<file path="config.mk">
export PLATFORM = sky130hd
export DESIGN_NAME = win_tail_vote_session
export DESIGN_NICKNAME = d
export VERILOG_FILES = /design/src/rtl/win_tail_pkg.sv /design/src/rtl/win_tail_classify.sv /design/src/rtl/win_tail_vote_session.sv
export SDC_FILE = /design/constraint.sdc
export NUM_CORES = 1
export LEC_CHECK = 0
export CAP_MARGIN = 20
export CORE_AREA = 2 2 84 70
export DETAILED_ROUTE_END_ITERATION = 8
export DIE_AREA = 0 0 86 72
export GPL_ROUTABILITY_DRIVEN = 0
export PLACE_DENSITY = 0.51
export SYNTH_ARGS = -nofsm -noshare
export SYNTH_HDL_FRONTEND = slang
export SYNTH_SLANG_ARGS = --single-unit
</file>
<file path="constraint.sdc">
create_clock -name clk -period 3.7 [get_ports clk]
set_input_delay 0.74 -clock clk [delete_from_list [all_inputs] [get_ports clk]]
set_output_delay 0.74 -clock clk [all_outputs]
set_load 0.005 [all_outputs]
</file>
<file path="src/rtl/win_tail_pkg.sv">
// Shared types and constants for the win/tie/lose voting session.
package win_tail_pkg;

   typedef enum logic [1:0] {
      ST_IDLE    = 2'd0,
      ST_COLLECT = 2'd1,
      ST_TALLY   = 2'd2,
      ST_RESULT  = 2'd3
   } state_e;

   localparam int WIN_BIT  = 0;
   localparam int TIE_BIT  = 1;
   localparam int LOSE_BIT = 2;

   localparam logic [2:0] VERDICT_NONE = 3'b000;
   localparam logic [2:0] VERDICT_WIN  = 3'b001;
   localparam logic [2:0] VERDICT_TIE  = 3'b010;
   localparam logic [2:0] VERDICT_LOSE = 3'b100;

endpackage

</file>
<file path="src/rtl/win_tail_classify.sv">
// Combinational popcount of yes ballots and win/tie/lose majority compare.
module win_tail_classify #(
   parameter int N_VOTERS = 4
) (
   input  logic [N_VOTERS-1:0]              yes,
   output logic [$clog2(N_VOTERS+1)-1:0]    yes_cnt,
   output logic                             win,
   output logic                             tie,
   output logic                             lose
);
   localparam int CW = $clog2(N_VOTERS + 1);

   logic [CW:0] two_y_s;
   logic [CW:0] n_s;

   // Popcount, then compare 2y against N with one spare bit so nothing wraps.
   always_comb begin
      yes_cnt = '0;
      for (int i = 0; i < N_VOTERS; i++) begin
         yes_cnt = yes_cnt + CW'(yes[i]);
      end
      two_y_s = {yes_cnt, 1'b0};
      n_s     = (CW + 1)'(N_VOTERS);
      win     = (two_y_s > n_s);
      tie     = (two_y_s == n_s);
      lose    = (two_y_s < n_s);
   end

endmodule

</file>
<file path="src/rtl/win_tail_vote_session.sv">
// Timed multi-round voting session: latches first ballots, retries ties, holds a one-hot verdict.
module win_tail_vote_session
   import win_tail_pkg::*;
#(
   parameter int N_VOTERS       = 4,
   parameter int TIMEOUT_CYCLES = 16,
   parameter int MAX_ROUNDS     = 3,
   parameter int CHAIR_BREAK    = 1
) (
   input  logic                              clk,
   input  logic                              rst_n,
   input  logic                              start,
   input  logic [N_VOTERS-1:0]               vote_valid,
   input  logic [N_VOTERS-1:0]               vote_yes,
   input  logic                              chair_yes,
   output logic                              busy,
   output logic                              done,
   output logic [2:0]                        verdict,
   output logic [$clog2(N_VOTERS+1)-1:0]     yes_count,
   output logic [$clog2(MAX_ROUNDS+1)-1:0]   round_num,
   output logic                              tie_retry
);
   localparam int CW = $clog2(N_VOTERS + 1);
   localparam int RW = $clog2(MAX_ROUNDS + 1);
   localparam int TW = $clog2(TIMEOUT_CYCLES + 1);

   state_e              state_r, state_nxt_s;
   logic [N_VOTERS-1:0] mask_r, yes_r;
   logic [N_VOTERS-1:0] mask_nxt_s, yes_nxt_s;
   logic [TW-1:0]       tmo_r;
   logic [RW-1:0]       round_r;
   logic [2:0]          verdict_r, resolved_s;
   logic [CW-1:0]       ycnt_r, cls_y_r, y_s;
   logic                cls_win_r, cls_tie_r, cls_lose_r;
   logic                win_s, tie_s, lose_s;
   logic                done_r, busy_r, tie_retry_r;
   logic                collect_end_s, final_round_s;

   // Classification is taken on the ballots as they will stand after this edge,
   // so the result is registered on the way into TALLY.
   assign mask_nxt_s = mask_r | vote_valid;
   assign yes_nxt_s  = yes_r | (vote_valid & ~mask_r & vote_yes);

   win_tail_classify #(.N_VOTERS(N_VOTERS)) u_classify (
      .yes     (yes_nxt_s),
      .yes_cnt (y_s),
      .win     (win_s),
      .tie     (tie_s),
      .lose    (lose_s)
   );

   assign collect_end_s = (&mask_nxt_s) || (tmo_r == TW'(TIMEOUT_CYCLES - 1));
   assign final_round_s = (round_r >= RW'(MAX_ROUNDS));

   // Next-state logic.
   always_comb begin
      state_nxt_s = state_r;
      case (state_r)
         ST_IDLE: begin
            if (start) state_nxt_s = ST_COLLECT;
            else       state_nxt_s = ST_IDLE;
         end
         ST_COLLECT: begin
            if (collect_end_s) state_nxt_s = ST_TALLY;
            else               state_nxt_s = ST_COLLECT;
         end
         ST_TALLY: begin
            if (cls_tie_r && !final_round_s) state_nxt_s = ST_COLLECT;
            else                             state_nxt_s = ST_RESULT;
         end
         ST_RESULT: state_nxt_s = ST_IDLE;
         default:   state_nxt_s = ST_IDLE;
      endcase
   end

   // Verdict for a resolved round; a final-round tie goes to the chair when enabled.
   always_comb begin
      resolved_s = VERDICT_NONE;
      if (cls_win_r) begin
         resolved_s = VERDICT_WIN;
      end else if (cls_lose_r) begin
         resolved_s = VERDICT_LOSE;
      end else if (CHAIR_BREAK != 0) begin
         resolved_s = chair_yes ? VERDICT_WIN : VERDICT_LOSE;
      end else begin
         resolved_s = VERDICT_TIE;
      end
   end

   // State, ballot, counter and output registers.
   always_ff @(posedge clk) begin
      if (!rst_n) begin
         state_r     <= ST_IDLE;
         mask_r      <= '0;
         yes_r       <= '0;
         tmo_r       <= '0;
         round_r     <= '0;
         verdict_r   <= VERDICT_NONE;
         ycnt_r      <= '0;
         cls_y_r     <= '0;
         cls_win_r   <= 1'b0;
         cls_tie_r   <= 1'b0;
         cls_lose_r  <= 1'b0;
         done_r      <= 1'b0;
         busy_r      <= 1'b0;
         tie_retry_r <= 1'b0;
      end else begin
         state_r     <= state_nxt_s;
         done_r      <= 1'b0;
         tie_retry_r <= 1'b0;
         case (state_r)
            ST_IDLE: begin
               if (start) begin
                  round_r <= RW'(1);
                  mask_r  <= '0;
                  yes_r   <= '0;
                  tmo_r   <= '0;
                  busy_r  <= 1'b1;
               end
            end
            ST_COLLECT: begin
               mask_r <= mask_nxt_s;
               yes_r  <= yes_nxt_s;
               tmo_r  <= tmo_r + TW'(1);
               if (collect_end_s) begin
                  cls_y_r     <= y_s;
                  cls_win_r   <= win_s;
                  cls_tie_r   <= tie_s;
                  cls_lose_r  <= lose_s;
                  tie_retry_r <= tie_s && !final_round_s;
               end
            end
            ST_TALLY: begin
               if (cls_tie_r && !final_round_s) begin
                  round_r <= round_r + RW'(1);
                  mask_r  <= '0;
                  yes_r   <= '0;
                  tmo_r   <= '0;
               end else begin
                  verdict_r <= resolved_s;
                  ycnt_r    <= cls_y_r;
                  done_r    <= 1'b1;
                  busy_r    <= 1'b0;
               end
            end
            ST_RESULT: begin
               busy_r <= 1'b0;
            end
            default: begin
               busy_r <= 1'b0;
            end
         endcase
      end
   end

   assign busy      = busy_r;
   assign done      = done_r;
   assign verdict   = verdict_r;
   assign yes_count = ycnt_r;
   assign round_num = round_r;
   assign tie_retry = tie_retry_r;

endmodule

</file>
Word level (Yosys, flattened, before mapping)
Index checks and enable logic that the tools add are counted.

Register bits: 32. Output and inout port bits: 11.

$add $sub $neg: 5. $lt $le $gt $ge: 3. Eq/ne operators: 8. Muxes and demuxes: 21. Bitwise logic cells: 6. Reduce and logical (&&, ||, !) cells: 16.

Operators by type and width (number): case mux 4 bit (3 select lines) (2); case mux 5 bit (3 select lines) (1); AND reduction 3 bit (4); 2-to-1 mux 5 bit (2); 2-to-1 mux 3 bit (3); AND 4 bit (2); 2-to-1 mux 2 bit (4); 2-to-1 mux 4 bit (2); bitwise OR 4 bit (2); case mux 2 bit (4 select lines) (1); adder 3 x 1 -> 3 bit (2); != test 2 bit (second input constant) (3); AND reduction 2 bit (3); nonzero test 3 bit (2); adder 5 x 1 -> 5 bit (second input constant) (1); equality test 5 x 4 -> 1 bit (second input constant) (1); equality test 2 bit (second input constant) (2); greater-than comparator 4 x 3 -> 1 bit (second input constant) (1); less-than comparator 4 x 3 -> 1 bit (second input constant) (1); 2-to-1 mux 1 bit (4); inverter 4 bit (1); case mux 2 bit (2 select lines) (1); AND reduction 4 bit (1); equality test 3 x 2 -> 1 bit (second input constant) (1); 11 further kinds (12).

Logic depth before layout (Yosys ltp)
Depth in word-level cells: 9. Depth in mapped cells: 10.

Hierarchy
From an unflattened synthesis, not the netlist that was laid out.

Cell total of the unflattened synthesis: 178. Area total of the unflattened synthesis: 1621.6 um^2.

Modules (own cells, without submodules): win_tail_vote_session (times used 1, cells an instance 170, area each 1540.2 um^2); win_tail_classify (times used 1, cells an instance 8, area each 81.3 um^2).

Worst setup path before layout
Ideal clock, no wire load.

Kind: input to register. Start point: in vote_yes[0]. End point: reg cls_win_r. Library setup time: 0.070 ns. Arrival time: 2.553 ns. Required time: 3.630 ns. Setup slack: 1.076 ns. Stages: 9. Path buffers: 0. Path through: nand2_1 -> o21bai_1 -> ha_1 -> inv_1 -> fa_1 -> ha_1 -> and3b_1 -> or4_1 -> a21oi_1.

Word-level cells in the longest chain between the ends: 6.

RTL lines: from (decl) (line win_tail_vote_session.sv:14) `input logic [N_VOTERS-1:0] vote_yes,`; AND 4 bit (line win_tail_vote_session.sv:42) `assign yes_nxt_s = yes_r | (vote_valid & ~mask_r & vote_yes);`; bitwise OR 4 bit (line win_tail_vote_session.sv:42); adder 1 x 1 -> 2 bit (line win_tail_classify.sv:20) `yes_cnt = yes_cnt + CW'(yes[i]);`; adder 3 x 1 -> 3 bit (2 in a row) (line win_tail_classify.sv:20); net u_classify.yes_cnt[1] (line win_tail_classify.sv:6) `output logic [$clog2(N_VOTERS+1)-1:0] yes_cnt,`; greater-than comparator 4 x 3 -> 1 bit (line win_tail_classify.sv:24) `win = (two_y_s > n_s);`; to (signal assigned) (line win_tail_vote_session.sv:127) `cls_win_r <= win_s;`; to (decl) (line win_tail_vote_session.sv:34) `logic cls_win_r, cls_tie_r, cls_lose_r;`.

The timed path passes the listed nets, and every way through them passes these cells. A chain may end at the register's enable or synchronous reset.

Worst setup path in the final report
Start point: in vote_valid[0]. End point: reg cls_win_r.

Word-level cells in the longest chain between the ends: 7.

RTL lines: from (decl) (line win_tail_vote_session.sv:13) `input logic [N_VOTERS-1:0] vote_valid,`; AND 4 bit (2 in a row) (line win_tail_vote_session.sv:42); bitwise OR 4 bit (line win_tail_vote_session.sv:42); adder 1 x 1 -> 2 bit (line win_tail_classify.sv:20); adder 3 x 1 -> 3 bit (2 in a row) (line win_tail_classify.sv:20); net u_classify.yes_cnt[1] (line win_tail_classify.sv:6); greater-than comparator 4 x 3 -> 1 bit (line win_tail_classify.sv:24).

The timed path passes the listed nets, and every way through them passes these cells.

==> metrics.yaml <==
power:
  pwr_density_cell_mw_per_mm2: 453
  power_mw: 0.794
  power.leakage_nw: 0.642
  peakVddDrop_uv: 190
outcome:
  outcome: "completed"
synth:
  synth-edff-count: 0
  ys_seq_area_share_pct: 44.7
  synth_warnings: 0
  synth-seq-cells: 31
  synthArstFlopShare_pct: 0
  syn-num-nets: 181
  synthDistinctLibCells: 40
  ys.flop_type: "dfxtp_1"
  synthCells: 162
  avgSynthCellArea_um2: 8.57
  syn_area_mm2: 0.00139
grt:
  antenna_found_initial: 0
  grt_max_degree: 17
  grt.overflow.total: 0
  grt_util_all_layers_pct: 10.3
  grt_pass1_vias: 1062
  grt_pass1_wl_um: 4910
detailed_routing:
  first_pass_iters: 4
  wl_per_cell_um: 11.7
  ant_nets: 0
  vias: 1142
  drt-total-wl_um: 2900
  drc_errors: 0
  first_iter_violations: 42
  routed_via_density: 4.60
finish:
  final_nets: 201
  drive_above_1_share_pct: 7.65
  multi_input_area_um2: 683
  fin_area_mm2: 0.00175
  syn2layout_area_growth_pct: 26.3
  utilization_pct: 33.0
  diodes: 0
  fill_cells: 545
  regArea_um2: 621
timing:
  fin_crit_ps: 2940
  skew_ps: 4.26
  slew_violations: 0
  worst_pin_slew_ps: 621
  finalSetupViolations: 0
  max_freq_ghz: 0.340
  hold_violations: 0
  grt_setup_unrepaired: "no"
  finalCritPeriodShare_pct: 79.4
  fin_setup_tns_ps: 0
  slew_headroom_pct: 58.6
place:
  port_buffers: 21
  hpwlAfterDp_um: 2100
  placed_area_mm2: 0.00164
cts:
  cts_resized: 0
  cts_setup_buffers: 0
  ctsHoldBuffers: 0
  numCtsBuffers: 5
  cts_tree: "built"
  cts_max_level: 2
  clock_path_buffers: 2
  worst_skew_pair.late_latency_ps: 280
  cts-root-buf: "clkbuf_8"
  clk_pin_slew_ps: 70
  clock_sinks: 31
worst_setup_path:
  rrSetupSlack_ps: 1350
  crit_type: "primary input to register"
  worstPathArrival_ps: 3150
  r2r_cells: 8
  worstPathRequired_ps: 3910
  regToRegEndpoint: "cls_win_r$_SDFFE_PN0P_"
  start_kind: "primary input"
  crit_path_max_fanout: 3
  end_kind: "register"
  reg2reg_from: "yes_r[0]$_SDFFE_PN0P_"
worst_hold_path:
  worstHoldPathCells: 2
  whs_endpoint: "yes_count[2]$_SDFFE_PN0P_"
  min_path_type: "register to register"
  worstHoldStart: "yes_count[2]$_SDFFE_PN0P_"
floorplan:
  rows: 24
  start_util_pct: 26.1
  core-area_mm2: 0.00532
  io_pins: 23
  die_area_mm2: 0.00619
  dieHeight_um: 72
  die_x_um: 86
flow_run:
  cap_violations: 0
==> cell type report <==
| type | instances | share of cell area (%) |
|---|---|---|
| inverter | 11 | 2.35 |
| sequential | 31 | 35.4 |
| multi-input combinational | 112 | 38.9 |
| clock buffer | 6 | 4.71 |
| timing repair buffer | 21 | 12.0 |
| tap | 65 | 4.64 |
| clock inverter | 2 | 2.00 |
==> cell usage after synthesis (all sizes together) (2+ instances only) <==
master	instances	area [um^2]
a31oi	2	12.5
o22ai	3	18.8
and2	2	12.5
inv	11	41.3
and3	3	18.8
o21ai	9	45.0
ha	6	75.1
a211oi	2	15.0
a21oi	21	109
nand3	8	40.0
o21bai	3	22.5
nand2	10	37.5
clkbuf	4	15.0
nand2b	4	25.0
nor3	3	15.0
nor2	18	70.1
dfxtp	31	621
buf	4	28.8
==> per-stage QoR <==
step                hold slack (ps)  cells  setup WS (ps)
finish                          457    248            763
CTS                             463    248            754
global route                    489    248            632
global placement                452    240            543
detailed placement              452    240            495
floorplan                       440    162           1080
==> state kept, by name, summed over array words and instances (netlist names), 2 cells and up <==
register	cells
cls_y_r	3
mask_r	4
round_num	2
state_r	2
tmo_r	5
verdict	2
yes_count	3
yes_r	4
==> worst max-delay path, stage by stage <==
cell and delay, ps:
clkdlybuf4s50_1 500, nand2_1 60, o21bai_1 170, ha_1 160
inv_1 50, fa_1 420, ha_1 300, and3b_1 210
or4_1 390, a21oi_1 150
==> logic make-up after synthesis <==
logic type | share of synthesized area [%]
DFF | 44.7
and+or+nand+nor | 21.5
other | 0.270
buffers and inverters | 6.13
muxes | 0.721
xor gates and xnor gates | 0.631
adders and majority gates | 6.85
AOI/OAI and AO/OA | 19.2
==> how the worst max path moves through the flow <==
stage                  startpoint                endpoint  slack, ps  cells after the start
global route        vote_valid[1]  cls_win_r$_SDFFE_PN0P_        630                     10
global placement    vote_valid[0]  cls_win_r$_SDFFE_PN0P_        540                     10
finish              vote_valid[0]  cls_win_r$_SDFFE_PN0P_        760                     10
CTS                 vote_valid[0]  cls_win_r$_SDFFE_PN0P_        750                     10
detailed placement  vote_valid[0]  cls_win_r$_SDFFE_PN0P_        490                     10
floorplan             vote_yes[0]  cls_win_r$_SDFFE_PN0P_       1080                      9
==> power by group <==
| part | switching (mW) | internal (mW) |
|---|---|---|
| registers | 0.00999 | 0.345 |
| logic | 0.0495 | 0.0416 |
| clock network | 0.130 | 0.218 |
| total | 0.190 | 0.605 |
==> cell usage in the layout, fill, tap and decap left out, drive strengths merged, types with 2 or more instances in the layout <==
cell type	synthesis	routed
nand3	8	8
dfxtp	31	31
and3	3	3
clkdlybuf4s50	0	21
nand2b	4	4
clkbuf	4	6
a21oi	21	21
and2	2	2
inv	11	11
nor2	18	18
a31oi	2	2
o22ai	3	3
ha	6	6
a211oi	2	2
nand2	10	10
nor3	3	3
o21ai	9	9
o21bai	3	3
==> layer usage <==
layer	global-route usage, %	share of wire (%)	routed length [um]	vias up
met5	0	0	0	-
met4	6.35	2.3	68	0
met3	3.07	4.1	120	7
met2	14.1	39	1140	25
met1	14.2	54	1570	515
li1	-	-	-	595
(Power assumes the default switching activity.)
